===== config.mk =====
export PLATFORM = sky130hd
export DESIGN_NAME = line_buffer_ctrl_flat
export DESIGN_NICKNAME = d
export VERILOG_FILES = /design/src/rtl/line_buffer_ctrl_if.sv /design/src/rtl/line_buffer_ctrl.sv /design/src/flat_wrapper.sv
export SDC_FILE = /design/constraint.sdc
export NUM_CORES = 1
export LEC_CHECK = 0
export BUFFER_PORTS_ARGS = -buffer_cell sky130_fd_sc_hd__buf_2
export CAP_MARGIN = 20
export CORE_UTILIZATION = 35
export CTS_BUF_LIST = sky130_fd_sc_hd__clkbuf_16
export DETAILED_ROUTE_END_ITERATION = 12
export GPL_TIMING_DRIVEN = 0
export PLACE_DENSITY = 0.55
export SYNTH_ARGS = -nofsm -noshare
export SYNTH_HDL_FRONTEND = slang
export SYNTH_SLANG_ARGS = --single-unit
export TNS_END_PERCENT = 50

===== constraint.sdc =====
create_clock -name clk -period 3.5 [get_ports clk]
set_input_delay 0.7 -clock clk [delete_from_list [all_inputs] [get_ports clk]]
set_output_delay 0.7 -clock clk [all_outputs]
set_load 0.03 [all_outputs]

===== src/rtl/line_buffer_ctrl_if.sv =====
// Pixel beat handshake between a video source and the line buffer controller.
interface line_buffer_ctrl_if;
  logic in_valid;
  logic in_sof;
  logic in_ready;

  modport master (output in_valid, output in_sof, input in_ready);
  modport slave  (input in_valid, input in_sof, output in_ready);
endinterface


===== src/rtl/line_buffer_ctrl.sv =====
// Line buffer chain controller: sequences prime/run/flush of a KSIZE-row
// kernel window over a frame and flags window validity and borders.
module line_buffer_ctrl #(
  parameter int unsigned PIXCNT = 8,
  parameter int unsigned COLS   = 2448,
  parameter int unsigned ROWS   = 2048,
  parameter int unsigned KSIZE  = 3,
  parameter int unsigned DEPTH  = COLS / PIXCNT,
  localparam int unsigned CW    = $clog2(DEPTH + 1),
  localparam int unsigned RW    = $clog2(ROWS + 1),
  localparam int unsigned TW    = $clog2(DEPTH)
) (
  input  logic          clk,
  input  logic          rst,
  input  logic          start,
  input  logic [CW-1:0] cfg_cols,
  input  logic [RW-1:0] cfg_rows,
  line_buffer_ctrl_if.slave pix,
  output logic          lb_enable,
  output logic [TW-1:0] lb_tap_N,
  output logic          pad_sel,
  output logic          win_valid,
  output logic          win_first_row,
  output logic          win_last_row,
  output logic          win_first_col,
  output logic          win_last_col,
  output logic          busy,
  output logic          done,
  output logic          err_cfg,
  output logic          err_sync
);

  localparam int unsigned HALF = (KSIZE - 1) / 2;
  // Row counter runs HALF rows past the frame while flushing.
  localparam int unsigned RCW  = $clog2(ROWS + HALF + 1);

  typedef enum logic [2:0] {IDLE, PRIME, RUN, FLUSH, DONE} state_t;

  state_t         state;
  logic [CW-1:0]  cols_q;
  logic [RW-1:0]  rows_q;
  logic [CW-1:0]  col_cnt;
  logic [RCW-1:0] row_cnt;

  logic           accept_c;
  logic           sof_err_c;
  logic           adv_c;
  logic           win_c;
  logic           col_wrap_c;
  logic           cfg_ok_c;
  logic [RCW-1:0] row_inc_c;

  assign pix.in_ready = (state == PRIME) || (state == RUN);
  assign accept_c     = pix.in_valid & pix.in_ready;
  assign pad_sel      = (state == FLUSH);
  assign lb_enable    = accept_c | pad_sel;
  assign busy         = (state != IDLE);

  // A sof beat away from the frame origin restarts the frame instead of advancing.
  assign sof_err_c  = accept_c & pix.in_sof & ((row_cnt != '0) | (col_cnt != '0));
  assign adv_c      = lb_enable & ~sof_err_c;
  assign win_c      = ((state == RUN) & adv_c) | pad_sel;
  assign col_wrap_c = (col_cnt == cols_q - CW'(1));
  assign row_inc_c  = row_cnt + RCW'(1);

  assign cfg_ok_c = (cfg_cols >= CW'(2)) && (cfg_cols <= CW'(DEPTH)) &&
                    (cfg_rows > RW'(HALF)) && (cfg_rows <= RW'(ROWS));

  always_ff @(posedge clk or negedge rst) begin
    if (!rst) begin
      state         <= IDLE;
      cols_q        <= '0;
      rows_q        <= '0;
      col_cnt       <= '0;
      row_cnt       <= '0;
      lb_tap_N      <= '0;
      win_valid     <= 1'b0;
      win_first_row <= 1'b0;
      win_last_row  <= 1'b0;
      win_first_col <= 1'b0;
      win_last_col  <= 1'b0;
      done          <= 1'b0;
      err_cfg       <= 1'b0;
      err_sync      <= 1'b0;
    end else begin
      win_valid     <= 1'b0;
      win_first_row <= 1'b0;
      win_last_row  <= 1'b0;
      win_first_col <= 1'b0;
      win_last_col  <= 1'b0;
      done          <= 1'b0;
      err_cfg       <= 1'b0;
      err_sync      <= 1'b0;

      // Window position is the counter value before this beat advances it.
      if (win_c) begin
        win_valid     <= 1'b1;
        win_first_row <= (row_cnt == RCW'(HALF));
        win_last_row  <= (row_cnt == RCW'(rows_q) + RCW'(HALF - 1));
        win_first_col <= (col_cnt == '0);
        win_last_col  <= col_wrap_c;
      end

      if (adv_c) begin
        if (col_wrap_c) begin
          col_cnt <= '0;
          row_cnt <= row_inc_c;
        end else begin
          col_cnt <= col_cnt + CW'(1);
        end
      end

      case (state)
        IDLE: begin
          if (start) begin
            if (cfg_ok_c) begin
              cols_q   <= cfg_cols;
              rows_q   <= cfg_rows;
              lb_tap_N <= TW'(cfg_cols - CW'(2));
              col_cnt  <= '0;
              row_cnt  <= '0;
              state    <= PRIME;
            end else begin
              err_cfg <= 1'b1;
            end
          end
        end
        PRIME: begin
          if (adv_c && col_wrap_c && (row_inc_c == RCW'(HALF))) state <= RUN;
        end
        RUN: begin
          if (adv_c && col_wrap_c && (row_inc_c == RCW'(rows_q))) state <= FLUSH;
        end
        FLUSH: begin
          if (col_wrap_c && (row_inc_c == RCW'(rows_q) + RCW'(HALF))) begin
            state <= DONE;
            done  <= 1'b1;
          end
        end
        DONE:    state <= IDLE;
        default: state <= IDLE;
      endcase

      // The misplaced sof beat becomes column 0 of a fresh frame.
      if (sof_err_c) begin
        err_sync <= 1'b1;
        state    <= PRIME;
        row_cnt  <= '0;
        col_cnt  <= CW'(1);
      end
    end
  end

endmodule


===== src/flat_wrapper.sv =====
// flat-port wrapper written by rule: the top's interface ports become plain ports
module line_buffer_ctrl_flat 
#(
  parameter int unsigned PIXCNT = 8,
  parameter int unsigned COLS   = 2448,
  parameter int unsigned ROWS   = 2048,
  parameter int unsigned KSIZE  = 3,
  parameter int unsigned DEPTH  = COLS / PIXCNT,
  localparam int unsigned CW    = $clog2(DEPTH + 1),
  localparam int unsigned RW    = $clog2(ROWS + 1),
  localparam int unsigned TW    = $clog2(DEPTH)
)
  (clk, rst, start, cfg_cols, cfg_rows, lb_enable, lb_tap_N, pad_sel, win_valid, win_first_row, win_last_row, win_first_col, win_last_col, busy, done, err_cfg, err_sync, pix_in_valid, pix_in_sof, pix_in_ready);
  line_buffer_ctrl_if pix_i ();
  input  logic clk;
  input  logic rst;
  input  logic start;
  input  logic [CW-1:0] cfg_cols;
  input  logic [RW-1:0] cfg_rows;
  output logic lb_enable;
  output logic [TW-1:0] lb_tap_N;
  output logic pad_sel;
  output logic win_valid;
  output logic win_first_row;
  output logic win_last_row;
  output logic win_first_col;
  output logic win_last_col;
  output logic busy;
  output logic done;
  output logic err_cfg;
  output logic err_sync;
  input wire logic [$bits(pix_i.in_valid)-1:0] pix_in_valid;
  input wire logic [$bits(pix_i.in_sof)-1:0] pix_in_sof;
  output wire logic [$bits(pix_i.in_ready)-1:0] pix_in_ready;
  assign pix_i.in_valid = pix_in_valid;
  assign pix_i.in_sof = pix_in_sof;
  assign pix_in_ready = pix_i.in_ready;
  line_buffer_ctrl #(.PIXCNT(PIXCNT), .COLS(COLS), .ROWS(ROWS), .KSIZE(KSIZE), .DEPTH(DEPTH)) u_core (.clk(clk), .rst(rst), .start(start), .cfg_cols(cfg_cols), .cfg_rows(cfg_rows), .pix(pix_i), .lb_enable(lb_enable), .lb_tap_N(lb_tap_N), .pad_sel(pad_sel), .win_valid(win_valid), .win_first_row(win_first_row), .win_last_row(win_last_row), .win_first_col(win_first_col), .win_last_col(win_last_col), .busy(busy), .done(done), .err_cfg(err_cfg), .err_sync(err_sync));
endmodule

# [Word level (Yosys, flattened, before mapping)]
# Index checks and enable logic that the tools add are counted.
[word_totals] reg_bits=62 in_bits=26 out_inout_bits=21 wordCells=91
[classes] add_sub_neg=5 order_cmp=4 eq_ne=14 muxes=30 n_bitwise=9 n_reduce_logical=15
[op_table] operator="$mux 12" n=6
[op_table] operator="$mux 9" n=6
[op_table] operator="$eq 12x12->1" n=3
[op_table] operator="$add 12x1->12 const B" n=2
[op_table] operator="$eq 12x1->1 const B" n=2
[op_table] operator="$mux 3" n=6
[op_table] operator="$gt 12x1->1 const B" n=1
[op_table] operator="$le 12x12->1 const B" n=1
[op_table] operator="$pmux 3 s4" n=1
[op_table] operator="$reduce_bool 12->1" n=1
[op_table] operator="$mux 1" n=11
[op_table] operator="$add 9x1->9 const B" n=1
[op_table] operator="$eq 9x9->1" n=1
[op_table] operator="$ge 9x2->1 const B" n=1
[op_table] operator="$le 9x9->1 const B" n=1
[op_table] operator="$logic_not 9->1" n=1
[op_table] operator="$ne 3x2->1 const B" n=3
[op_table] operator="$reduce_bool 9->1" n=1
[op_table] operator="$sub 9x1->9 const B" n=1
[op_table] operator="$sub 9x2->9 const B" n=1
[op_table] operator="$logic_and 1x1->1" n=7
[op_table] operator="$eq 3x2->1 const B" n=2
[op_table] operator="$and 1x1->1" n=5
[op_table] operator="$reduce_and 5->1" n=1
[op_table] operator="other kinds (9)" n=11

# [Depth between registers and ports, before layout]
# Gate-level depths: netlist of run 1.
[logic_depth] ltp_word=12 depth_mapped=11 mapped_depth_nobuf=10

# [Least setup slack after synthesis of run 1]
# OpenSTA, ideal clock, no wires.
[synth_path] kind="register to register" from="register u_core.cols_q[0]" to="register u_core.state[0]" setup_time_ns=0.120 t_arrival_ns=2.787 t_required_ns=3.380 setup_slack_ns=0.593 stages_incl_launch_ff=11 n_path_buf=0 synth_period_minus_slack_ns=2.907 cell_sequence="dfrtp_1 inv_1 ha_1 or4b_4 o21a_1 or3_4 a211oi_4 nand3_4 and3_1 a211o_1 a31o_1"
[synth_between] elab_chain_cells=6 elab_cells_between_ends=10 classes_between="1 x add/sub; 4 x eq/ne; 5 x reduce/logical"
[synth_rtl] item="from (decl)" line_no="line_buffer_ctrl.sv:40" rtl="logic [CW-1:0] cols_q;"
[synth_rtl] item="from (signal assigned)" line_no="line_buffer_ctrl.sv:117" rtl="cols_q <= cfg_cols;"
[synth_rtl] item="$sub 9x1->9 *" line_no="line_buffer_ctrl.sv:63" rtl="assign col_wrap_c = (col_cnt == cols_q - CW'(1));"
[synth_rtl] item="$eq 9x9->1 *" line_no="line_buffer_ctrl.sv:63"
[synth_rtl] item="$logic_and 1x1->1" line_no="line_buffer_ctrl.sv:129, line_buffer_ctrl.sv:132"
[synth_rtl] item="$logic_and 1x1->1 (on tied branches)" line_no="line_buffer_ctrl.sv:129, line_buffer_ctrl.sv:132"
[synth_rtl] item="$ne 3x2->1 (no source line)"
[synth_rtl] item="$reduce_and 5->1 (no source line) *"
[synth_rtl] item="to (signal assigned)" line_no="line_buffer_ctrl.sv:129" rtl="if (adv_c && col_wrap_c && (row_inc_c == RCW'(HALF))) state <= RUN;"
[synth_rtl] item="to (signal assigned)" line_no="line_buffer_ctrl.sv:132" rtl="if (adv_c && col_wrap_c && (row_inc_c == RCW'(rows_q))) state <= FLUSH;"
[synth_rtl] item="to (signal assigned)" line_no="line_buffer_ctrl.sv:136" rtl="state <= DONE;"
[synth_rtl] item="to (decl)" line_no="line_buffer_ctrl.sv:39" rtl="state_t state;"
# Every way passes the cells marked *; elsewhere a longest branch is shown, timed or not.
# A chain may end at the register's enable or synchronous reset.

# [Worst setup path after layout of run 1]
# Same ends and word-level chain as after synthesis.

==> out/results.txt, run 1 <==
The run finished with clean final reports. The final layout contains 554 nets. The largest delay contributor family on the critical path is simple AND/OR/NAND/NOR gates.

For this run, asynchronously set or reset flops after synthesis account for 100%. After synthesis, the largest area contributor takes up 37.2% of total cell area. The run gives 0 as the total count of hold-check failures in the final report. The DRC marker count from the first detailed-route iteration came out at 143. Measured on the finished design, the core utilization comes to 42.3%.

Setup repair after global routing left no endpoint under its margin. Input and output buffers added on the ports amount to 46. The floorplan has 39 rows. The startpoint type of the worst setup path was a flip-flop. Summing internal, switching and leakage power gives 3.09 mW. Using the TritonRoute via totals, the vias-per-cell ratio works out to 5.18.

The critical path goes through inv_1 -> ha_1 -> or4b_4 -> o21a_1 -> or3_4 -> a211oi_4 -> nand2_1 -> nor4_4 -> o21ai_1 -> a31o_1. The number of storage elements in the synthesis netlist was 61; the count of yosys warnings during synthesis was 0. The cell sitting at the root of the clock tree is a sky130_fd_sc_hd__clkbuf_16.

The depth of the CTS H-tree is 3, and the hold buffer count at CTS is 0. The upper clock frequency limit is 306 MHz. The count of buffering cells on the critical path with inverters included is 1. By count the netlist is led by sky130_fd_sc_hd__dfrtp_1, sky130_fd_sc_hd__nor2_1, sky130_fd_sc_hd__xnor2_1. Once detailed placement completed, the half-perimeter wirelength came to 7750 µm.

Of the available clock period, the critical path in the final layout requires 93.4%. Data arrives at the worst endpoint at 3.49 ns. The first-pass GRT wire length was 16800 µm; the all-layer global routing usage was 18.2%. Setup violations remaining at the end of the flow were counted as 0. The logs give 0 for the total congestion overflow after global routing and 37.2% for the sequential-to-total area share from yosys stat. The logs give 12200 µm² for the die area and 2.12 nW for the leakage power. After clock tree synthesis, the setup repair step added 0 buffers. The length of the first detailed-routing pass in iterations is 4. The worst pin sits at a relative slew slack of 36.3%. The area growth from synthesis to layout is 17.7%. The routed via count is 3449. The most frequently used flop master after synthesis was sky130_fd_sc_hd__dfrtp_1.

The antenna diode count is 0. The tree built by TritonCTS fans out to 61 sinks. Wires add up to 10200 µm.

The largest single stage delay on the critical path is 0.51 ns. Across the routed clock network, the largest skew measured is 0.00884 ns. Before CTS, the worst setup slack after placement is 0.242 ns.

The die is 110 µm wide. Routability-driven placement finished with a final weighted congestion of 0.856. By area the synthesized netlist is led by sky130_fd_sc_hd__dfrtp_1, sky130_fd_sc_hd__xnor2_1, sky130_fd_sc_hd__xor2_1.

The run gives 0 as the number of antenna violations at the first check in global routing. The cell area that synthesis handed to floorplanning was 4110 µm². The effective utilization at floorplan came out at 36.0%. Along the worst path, the maximum fanout reaches 5. The number of ports placed on the die boundary is 47. For the pin with the worst max-slew slack, the measured transition is 0.944 ns.

Count of fill cells added during filler insertion: 1185. The worst setup path is of the flip-flop to flip-flop kind. TritonCTS built the clock tree. STA puts the critical path data required time at 3.72 ns. The proportion of layout cells with a drive suffix above 1 is 17.6%. Synthesis produced a netlist whose cell count is 461. The clock network latency to the later pin of the worst-skew pair was 0.33 ns. The type of destination of the critical path is a flip-flop. Clock-pin slew was measured on the worst setup and hold paths at 0.06 ns. The number of enable flip-flop cells after synthesis is 0.

The leading cell type by number of instances after synthesis is sky130_fd_sc_hd__dfrtp_1. The run gives 0 as the count of maximum capacitance violations. In this run the remaining antenna-violating nets after routing total 0.

The cell at the slowest stage of the critical path is sky130_fd_sc_hd__or4b_4. The worst-case IR drop observed on VDD is 0.000400 V. For this run, design rule violations remaining after detail routing come to 0.

The maximum clock path buffer count came out at 2. In the final timing run, aggregate negative setup slack is 0 ns. Via count of the first global-routing pass: 3304.

The shortest clock period the worst path allows after layout was 3.27 ns. The final routed wire length divided by cell count was 15.4 µm; the largest net degree at the start of global routing was 62. sky130_fd_sc_hd__dfrtp_1 takes more of the synthesized area than any other cell. A synthesized cell averages 8.90 µm².

The core region is 11400 µm². The total power per unit cell area was 640 nW/µm². Once the clock tree was built, the resizer swapped 0 gates to a different size. Clock tree synthesis inserted a total of 9 buffers. Counting distinct cell types in the post-synthesis netlist gives 61. The slack of the critical path was 0.230 ns. The number of nets produced by synthesis was 497; the max-slew violation count was 0. The die is 110 µm tall. The class of the tightest hold or removal check was input port to asynchronous set/reset pin.
-- per-stage QoR --
| step | instance area [µm²] | hold WS (ns) | std cells |
|---|---|---|---|
| after floorplan | 4110 | 0.404 | 461 |
| after global placement | 4510 | 0.490 | 650 |
| after detailed placement | 4520 | 0.494 | 650 |
| after CTS | 4830 | 0.491 | 666 |
| after global routing | 4830 | 0.523 | 666 |
| final | 4830 | 0.453 | 666 |
-- sequential cells by signal, summed over array words and instances, names as in the netlist --
name / cells
u_core.row_cnt: 12
u_core.rows_q: 12
u_core.col_cnt: 9
u_core.cols_q: 9
u_core.lb_tap_N: 8
u_core.state: 3
u_core.done: 1
u_core.err_cfg: 1
u_core.err_sync: 1
u_core.win_first_col: 1
u_core.win_first_row: 1
u_core.win_last_col: 1
u_core.win_last_row: 1
u_core.win_valid: 1
-- final cells by class --
cell class,instances,area (µm²),share of cell area [%]
Clock buffer,9,225,4.66
Timing Repair Buffer,46,233,4.82
Inverter,21,78.8,1.63
Multi-Input combinational cell,350,2380,49.2
Buffer,29,120,2.49
Tap cell,143,179,3.70
Sequential cell,61,1530,31.6
Clock inverter,7,90.1,1.86
-- layer usage --
layer / track usage, % / wire length, µm / up-vias
met1: 24.9 / 5100 / 1648
met4: 8.55 / 239 / 0
met2: 28.3 / 4560 / 67
li1: - / - / 1716
met5: 0 / 0 / -
met3: 2.76 / 348 / 18
-- cell usage in the layout, fill, tap and decap left out, types with 11 or more instances in the layout --
master                      n
sky130_fd_sc_hd__dfrtp_1   61
sky130_fd_sc_hd__nand4_1   12
sky130_fd_sc_hd__nor3_1    24
sky130_fd_sc_hd__a21oi_1   13
sky130_fd_sc_hd__inv_1     21
sky130_fd_sc_hd__clkbuf_1  23
sky130_fd_sc_hd__mux2_2    18
sky130_fd_sc_hd__nand2_1   35
sky130_fd_sc_hd__xor2_1    27
sky130_fd_sc_hd__buf_2     48
sky130_fd_sc_hd__o21ai_0   11
sky130_fd_sc_hd__nand3_1   15
sky130_fd_sc_hd__xnor2_1   38
sky130_fd_sc_hd__nor2_1    53
-- kinds of logic (layout without fill, tap and decap cells) --
kind of cell             Yosys count  after routing  synth area share [%]
adder cells (fa/ha/maj)           10             10                  3.05
flip-flops                        61             61                  37.2
multiplexers                      22             22                  5.91
AND/OR/NAND/NOR                  188            188                  23.6
XOR/XNOR                          66             66                  14.4
buffers and inverters             50            112                  4.85
AO/OA/AOI/OAI                     64             64                  10.9
-- path summary, 6_finish.rpt --
| path | start | end | slack, ns | cells after the start |
|---|---|---|---|---|
| worst min register to register | u_core.lb_tap_N[1]$_DFFE_PN0P_ | u_core.lb_tap_N[1]$_DFFE_PN0P_ | 0.51 | 1 |
| max in group asynchronous | rst | u_core.rows_q[2]$_DFFE_PN0P_ | 2.52 | 1 |
| worst max-delay path | u_core.cols_q[0]$_DFFE_PN0P_ | u_core.state[0]$_DFFE_PN0P_ | 0.23 | 10 |
| min in group clk | u_core.lb_tap_N[1]$_DFFE_PN0P_ | u_core.lb_tap_N[1]$_DFFE_PN0P_ | 0.51 | 1 |
| worst min-delay path | rst | u_core.state[2]$_DFFE_PN0P_ | 0.45 | 1 |
| worst max register to register | u_core.cols_q[0]$_DFFE_PN0P_ | u_core.state[0]$_DFFE_PN0P_ | 0.23 | 10 |
-- where the power goes --
part           internal [mW]  leakage [nW]  switching (mW)  total, mW
clock                  0.619         0.153           0.328      0.947
combinational          0.455          1.17           0.656       1.11
sequential             0.862         0.801           0.172       1.03
Power figures use the tool's default switching activity.
==> run 2: changes to the inputs <==
==> constraint.sdc (replaced) <==
create_clock -name clk -period 3.4 [get_ports clk]
set_input_delay 0.68 -clock clk [delete_from_list [all_inputs] [get_ports clk]]
set_output_delay 0.68 -clock clk [all_outputs]
set_load 0.03 [all_outputs]
==> run 2 against run 1 <==
  * Register-to-register slack worse by 0.03 ns
  * Highest routed layer unchanged
  * Clock power up 3.2%
  * Sequential power is essentially flat
  * Clock-buffer cell count did not move
  * Via count hardly changed
  * Hold slack worse by 0.023 ns
==> out/results.txt, run 2 (synthesis results as in run 1) <==
The flow ran to the end, and the final reports show no timing, DRC or antenna violations. The slack of the critical path was 0.196 ns (was 0.230 ns); the number of placed instances with taps included was 650 (unchanged). The leading cell type in the layout, fill and taps excluded is sky130_fd_sc_hd__dfrtp_1 (unchanged).

The die span in y came out at 110 µm (unchanged). The start point of the critical path is u_core.cols_q[0]$_DFFE_PN0P_ (unchanged). The length of the first detailed-routing pass in iterations was 4 (unchanged).

Highest ir drop seen on vdd: 0.000413 V (was 0.000400 V). The tools report the met2 track utilization from global routing as 28.3% (unchanged). The total core area came out at 11400 µm² (unchanged). The area growth from synthesis to layout works out to 17.8% (was 17.7%). For the worst hold-check slack, the log shows 0.430 ns (was 0.453 ns).

The hold buffer count at CTS is 0 (unchanged). Commonest non-fill, non-tap cells in the layout: sky130_fd_sc_hd__dfrtp_1, sky130_fd_sc_hd__nor2_1, sky130_fd_sc_hd__buf_2 (unchanged). The number of antenna violations at the first check in global routing was 0 (unchanged); the all-layer global routing usage was 18.2% (unchanged). The final routed wire length divided by cell count came out at 15.4 µm (about the same).

The number of vias per cell came out at 5.18 (about the same). The run gives 0 (unchanged) as the DRC violations left. The headroom to the max-slew limit is 36.3% (about the same), and the maximum fanout along the worst path is 10 (was 5).

For the count of maximum capacitance violations, the log shows 0 (unchanged). Beginning of the worst register-to-register path: u_core.cols_q[0]$_DFFE_PN0P_ (unchanged). The tools report the total congestion overflow after global routing as 0 (unchanged). Summed negative setup slack over all endpoints: 0 ns (unchanged). The max-slew violation count is 0 (unchanged). The clock transition time at the flip-flop clock pins of the worst setup and hold paths was 0.06 ns (about the same). Setup repair after global routing left no endpoint under its margin. The logs give 36.0% (unchanged) for the effective utilization at floorplan and 312 MHz (was 306 MHz) for the upper clock frequency limit.

The shortest clock period the worst path allows after layout was 3.20 ns (was 3.27 ns); the worst clock skew was 0.00862 ns (was 0.00884 ns). Routed via count: 3452 (was 3449). The total count of hold-check failures in the final report was 0 (unchanged); the post-route fraction of the period consumed by the critical path was 94.2% (was 93.4%). The startpoint type of the worst setup path is a flip-flop (unchanged).

Cells traversed along the worst timing path: inv_1 -> ha_1 -> or4b_4 -> o21a_1 -> or3_4 -> a211oi_4 -> nand3_4 -> and3_1 -> a211o_1 -> a31o_1 (was inv_1 -> ha_1 -> or4b_4 -> o21a_1 -> or3_4 -> a211oi_4 -> nand2_1 -> nor4_4 -> o21ai_1 -> a31o_1). Count of placed standard cells in the final layout, fillers left out: 666 (unchanged). The number of port buffers is 46 (unchanged), and the DRC marker count from the first detailed-route iteration is 156 (was 143). The tools report the final total power as 3.19 mW (was 3.09 mW). Depth of the CTS H-tree: 3 (unchanged). The die area is 12200 µm² (unchanged), and the maximum clock path buffer count is 2 (unchanged). The total power per unit cell area was 659 nW/µm² (was 640 nW/µm²); the global-route track usage on met3 was 2.76% (unchanged). Class of the tightest hold or removal check: input port to asynchronous set/reset pin (unchanged).

The actual transition at the worst max-transition pin is 0.943 ns (was 0.944 ns). The first-pass GRT wire length was 16800 µm (unchanged). The width of the die was 110 µm (unchanged); the antenna diode count was 0 (unchanged). Largest net degree at the start of global routing: 62 (unchanged). The post-layout instance area was 4830 µm² (about the same); the number of buffers created by CTS was 9 (unchanged). The cell at the slowest stage of the critical path is sky130_fd_sc_hd__or4b_4 (unchanged). HPWL after detailed placement: 7750 µm (unchanged). Largest registers: u_core.row_cnt: 12 flops, u_core.rows_q: 12 flops (unchanged).

The run gives 39 (unchanged) as the number of rows created at floorplan. The root cell of the clock tree was sky130_fd_sc_hd__clkbuf_16 (unchanged). The pre-CTS setup slack is 0.142 ns (was 0.242 ns), and the signal arrival time at the worst endpoint is 3.43 ns (was 3.49 ns). The tools report the type of destination of the critical path as a flip-flop (unchanged). TritonCTS built the clock tree.

The weighted congestion reported at the end of routability-driven placement was 0.856 (unchanged). For the remaining antenna violation count, the log shows 0 (unchanged). The stage delay of the slowest cell on the critical path came out at 0.51 ns (about the same).

The logs give 47 (unchanged) for the number of ports placed on the die boundary and 3304 (unchanged) for the via count of the first global-routing pass. The logs give 0 (unchanged) for the number of setup violations in the final report and 61 (unchanged) for the total clock sinks. The leakage power was 2.12 nW (about the same).

Clock network latency to the later pin of the worst-skew pair: 0.34 ns (was 0.33 ns). The share of the core filled with cells in the final layout is 42.3% (about the same), and the placed instance area is 4520 µm² (unchanged). The tools report the endpoint required time on the critical path as 3.63 ns (was 3.72 ns).

The total number of nets in the final design is 554 (unchanged), and the met1 routing resource usage after global routing is 24.9% (unchanged). Most used routing layer in global routing: met2 (unchanged). The overall routed net length is 10300 µm (was 10200 µm). The proportion of layout cells with a drive suffix above 1 works out to 17.8% (was 17.6%). The critical path class was flip-flop to flip-flop (unchanged).
## run 2: cell count changes in the layout (fill, tap and decap cells not counted)
| cell | delta |
|---|---|
| sky130_fd_sc_hd__nor2_1 | -1 |
| sky130_fd_sc_hd__nor2_2 | +1 |
## run 2: worst max-delay path: cells and delay by family, from the launching register on
| family | cells | cell delay, ns |
|---|---|---|
| AOI/OAI and AO/OA | 4 | 0.97 |
| adders and majority gates | 1 | 0.24 |
| buffers and inverters | 1 | 0.10 |
| DFF | 1 | 0.43 |
| and+or+nand+nor | 4 | 1.36 |
## run 2: cell type report
class | instances | area, µm²
plain buffers | 29 | 120
clock buffers | 9 | 225
clock inverters | 7 | 90.1
fillers | 1184 | 6580
inverters | 21 | 78.8
multi-input cells | 350 | 2380
flip-flops and latches | 61 | 1530
well taps | 143 | 179
repair buffers | 46 | 233
## run 2: layer usage
metal / wire (µm) / share of wire (%) / vias up
met5: 0 / 0 / -
met4: 239 / 2.3 / 0
met3: 356 / 3.5 / 18
met2: 4530 / 44 / 69
met1: 5140 / 50 / 1646
li1: - / - / 1719
## run 2: path summary, 6_finish.rpt
path,endpoint,slack [ns],cells past startpoint
worst max-delay path,u_core.state[0]$_DFFE_PN0P_,0.20,10
worst min-delay path,u_core.state[2]$_DFFE_PN0P_,0.43,1
worst max register to register,u_core.state[0]$_DFFE_PN0P_,0.20,10
worst min register to register,u_core.lb_tap_N[1]$_DFFE_PN0P_,0.51,1
max in group asynchronous,u_core.rows_q[2]$_DFFE_PN0P_,2.44,1
min in group clk,u_core.lb_tap_N[1]$_DFFE_PN0P_,0.51,1
## run 2: power by group
group | internal (mW) | total, mW | switching [mW]
Clock | 0.637 | 0.977 | 0.341
Sequential | 0.888 | 1.06 | 0.177
Combinational | 0.469 | 1.15 | 0.676
## run 2: repair_timing
action / CTS / global route
endpoints found under the setup margin: 0 / 2
gates resized for setup: 0 / 1
buffers inserted: 0 / 0
==> run 3: changes to the inputs <==
--- a/config.mk
+++ b/config.mk
@@ -7,11 +7,14 @@
 export LEC_CHECK = 0
 export BUFFER_PORTS_ARGS = -buffer_cell sky130_fd_sc_hd__buf_2
 export CAP_MARGIN = 20
+export CELL_PAD_IN_SITES_DETAIL_PLACEMENT = 1
+export CELL_PAD_IN_SITES_GLOBAL_PLACEMENT = 2
 export CORE_UTILIZATION = 35
 export CTS_BUF_LIST = sky130_fd_sc_hd__clkbuf_16
 export DETAILED_ROUTE_END_ITERATION = 12
+export GPL_ROUTABILITY_DRIVEN = 0
 export GPL_TIMING_DRIVEN = 0
-export PLACE_DENSITY = 0.55
+export PLACE_DENSITY = 0.81
 export SYNTH_ARGS = -nofsm -noshare
 export SYNTH_HDL_FRONTEND = slang
 export SYNTH_SLANG_ARGS = --single-unit
==> run 3 against run 2 <==
  * Total power is 4.0% higher
  * Wire length grew 15%
  * Sequential power barely moved
==> out/results.txt, run 3 (synthesis results as in run 1) <==
Overall routed net length: 11800 µm (was 10300 µm). Share of total power consumed by net switching: 37.6% (was 37.5%). The flow ran to the end, and the final reports show no timing, DRC or antenna violations. The final routed wire length divided by cell count works out to 17.6 µm (was 15.4 µm).

The logs give 8650 µm (was 7750 µm) for the HPWL after detailed placement and 0 (unchanged) for the total count of hold-check failures in the final report. The number of logic stages on the critical path including buffering came out at 10 (unchanged). The clock network latency to the later pin of the worst-skew pair was 0.34 ns (about the same); the shortest clock period the worst path allows after layout was 3.22 ns (was 3.20 ns). The critical path class is flip-flop to flip-flop (unchanged). The depth of the CTS H-tree is 3 (unchanged).

Cells traversed along the worst timing path: inv_1 -> ha_2 -> or4b_4 -> o21a_1 -> or3_4 -> a211oi_4 -> nand3_4 -> and3_1 -> a211o_1 -> a31o_1 (was inv_1 -> ha_1 -> or4b_4 -> o21a_1 -> or3_4 -> a211oi_4 -> nand3_4 -> and3_1 -> a211o_1 -> a31o_1). For the highest ir drop seen on vdd, the log shows 0.000394 V (was 0.000413 V). The sequential power share is 32.5% (was 33.4%), and the proportion of layout cells with a drive suffix above 1 is 18.3% (was 17.8%). The length of the first detailed-routing pass in iterations was 4 (unchanged); the number of buffers created by CTS was 9 (unchanged).

The share of the core filled with cells in the final layout came out at 42.7% (was 42.3%). Maximum clock path buffer count: 2 (unchanged). Endpoint required time on the critical path: 3.63 ns (about the same). The run gives 73 (was 156) as the DRC marker count from the first detailed-route iteration. The count of buffering cells on the critical path with inverters included is 1 (unchanged).

The post-route fraction of the period consumed by the critical path was 94.8% (was 94.2%); the number of setup violations in the final report was 0 (unchanged). The antenna diode count is 0 (unchanged), and the signal arrival time at the worst endpoint is 3.45 ns (was 3.43 ns). First-pass GRT wire length: 18900 µm (was 16800 µm).

The largest net degree at the start of global routing was 62 (unchanged); the number of port buffers was 46 (unchanged). The startpoint type of the worst setup path was a flip-flop (unchanged). The run gives 3.31 mW (was 3.19 mW) as the final total power. For the total core area, the log shows 11400 µm² (unchanged).

The internal power is 2.07 mW (was 1.99 mW). The class of the tightest hold or removal check was input port to asynchronous set/reset pin (unchanged). The tools report the total number of nets in the final design as 556 (was 554). Largest delay contributor family on the critical path: simple AND/OR/NAND/NOR gates (unchanged).

The run gives 29.4% (was 36.3%) as the headroom to the max-slew limit. Area growth from synthesis to layout: 18.8% (was 17.8%). The leakage power was 2.15 nW (was 2.12 nW); the depth of the worst register-to-register path was 10 (unchanged). The count of fill cells added during filler insertion is 1385 (was 1184).

The cell at the slowest stage of the critical path was sky130_fd_sc_hd__or4b_4 (unchanged). The run gives 3535 (was 3452) as the routed via count. The width of the die is 110 µm (unchanged). The total power per unit cell area is 679 nW/µm² (was 659 nW/µm²). The actual transition at the worst max-transition pin came out at 1.04 ns (was 0.943 ns). The tools report the via count of the first global-routing pass as 3681 (was 3304). The DRC violations left came out at 0 (unchanged). TritonCTS built the clock tree.

The logs give 20.9% (was 18.2%) for the all-layer global routing usage and 1.24 mW (was 1.19 mW) for the reported net switching power. The tools report the root cell of the clock tree as sky130_fd_sc_hd__clkbuf_16 (unchanged). The upper clock frequency limit is 310 MHz (was 312 MHz), and the worst clock skew is 0.00513 ns (was 0.00862 ns). The leading cell type in the layout, fill and taps excluded was sky130_fd_sc_hd__dfrtp_1 (unchanged). For the count of maximum capacitance violations, the log shows 0 (unchanged). Clock transition time at the flip-flop clock pins of the worst setup and hold paths: 0.05 ns (was 0.06 ns). For the share of power burned in the clock network, the log shows 31.4% (was 30.7%).

The maximum fanout along the worst path came out at 10 (unchanged). The total congestion overflow after global routing is 0 (unchanged), and the die area is 12200 µm² (unchanged). The die span in y was 110 µm (unchanged).

Commonest non-fill, non-tap cells in the layout: sky130_fd_sc_hd__dfrtp_1, sky130_fd_sc_hd__nor2_1, sky130_fd_sc_hd__buf_2 (unchanged). The number of antenna violations at the first check in global routing is 0 (unchanged), and the number of rows created at floorplan is 39 (unchanged). The number of vias per cell is 5.29 (was 5.18), and the stage delay of the slowest cell on the critical path is 0.51 ns (about the same). Setup repair after global routing left no endpoint under its margin.

The max-slew violation count is 0 (unchanged). The number of ports placed on the die boundary is 47 (unchanged). The hold buffer count at CTS was 0 (unchanged). The total clock sinks is 61 (unchanged). The tools report the combinational group share of total power as 36.1% (was 35.9%). For the effective utilization at floorplan, the log shows 36.0% (unchanged). Remaining antenna violation count: 0 (unchanged).

Largest registers: u_core.row_cnt: 12 flops, u_core.rows_q: 12 flops (unchanged). The type of destination of the critical path was a flip-flop (unchanged).
## run 3: worst paths after layout
| path | start | to | slack, ns |
|---|---|---|---|
| min reg2reg | u_core.lb_tap_N[1]$_DFFE_PN0P_ | u_core.lb_tap_N[1]$_DFFE_PN0P_ | 0.51 |
| max reg2reg | u_core.cols_q[0]$_DFFE_PN0P_ | u_core.state[0]$_DFFE_PN0P_ | 0.18 |
| max | u_core.cols_q[0]$_DFFE_PN0P_ | u_core.state[0]$_DFFE_PN0P_ | 0.18 |
| max in group asynchronous | rst | u_core.cols_q[4]$_DFFE_PN0P_ | 2.38 |
| min in group clk | u_core.lb_tap_N[1]$_DFFE_PN0P_ | u_core.lb_tap_N[1]$_DFFE_PN0P_ | 0.51 |
| min | rst | u_core.row_cnt[3]$_DFF_PN0_ | 0.42 |
## run 3: through the flow
stage | instances | cell area, µm² | setup WS, ns | hold WS (ns) | setup TNS, ns
floorplan | 461 | 4110 | 0.493 | 0.384 | 0
global placement | 650 | 4510 | 0.0669 | 0.490 | 0
detailed placement | 650 | 4520 | -0.0191 | 0.503 | -0.0191
CTS | 666 | 4850 | 0.00193 | 0.484 | 0
global route | 668 | 4880 | 0.0244 | 0.520 | 0
finish | 668 | 4880 | 0.178 | 0.423 | 0
## run 3: power groups by stage
stage	combinational [mW]	clock [mW]	sequential [mW]
after floorplan	0.781	0	1.13
after global routing	1.32	1.09	1.11
final	1.20	1.04	1.08
after CTS	1.19	1.06	1.07
after detailed placement	1.18	0	1.08
after global placement	1.13	0	1.07
## run 3: what timing repair did
action / CTS / global route
setup endpoints to repair: 2 / 5
pin swaps: 1 / 2
resized for setup: 0 / 5
buffers inserted: 0 / 2
hold endpoints to repair: 0 / 0
## run 3: layout make-up
type | instances | area, µm² | share of cell area [%]
inverters | 21 | 78.8 | 1.62
flip-flops and latches | 61 | 1530 | 31.3
repair buffers | 48 | 248 | 5.08
clock inverters | 7 | 106 | 2.18
plain buffers | 29 | 120 | 2.46
multi-input cells | 350 | 2390 | 49.1
well taps | 143 | 179 | 3.67
clock buffers | 9 | 225 | 4.62
## run 3: routing by layer
metal	part of all wire [%]	wire length, µm	vias to the layer above	track usage [%]
met5	0	0	-	0
li1	-	-	1712	-
met3	3.3	392	15	4.29
met1	46	5460	1747	26.8
met4	1.6	192	0	7.71
met2	49	5710	61	34.5
## run 3: worst register-to-register path, cell delays in order, from the launching register on
cell and delay (ns):
sky130_fd_sc_hd__dfrtp_1 0.44, sky130_fd_sc_hd__inv_1 0.12, sky130_fd_sc_hd__ha_2 0.23, sky130_fd_sc_hd__or4b_4 0.51, sky130_fd_sc_hd__o21a_1 0.21, sky130_fd_sc_hd__or3_4 0.38, sky130_fd_sc_hd__a211oi_4 0.31, sky130_fd_sc_hd__nand3_4 0.21
sky130_fd_sc_hd__and3_1 0.27, sky130_fd_sc_hd__a211o_1 0.26, sky130_fd_sc_hd__a31o_1 0.18
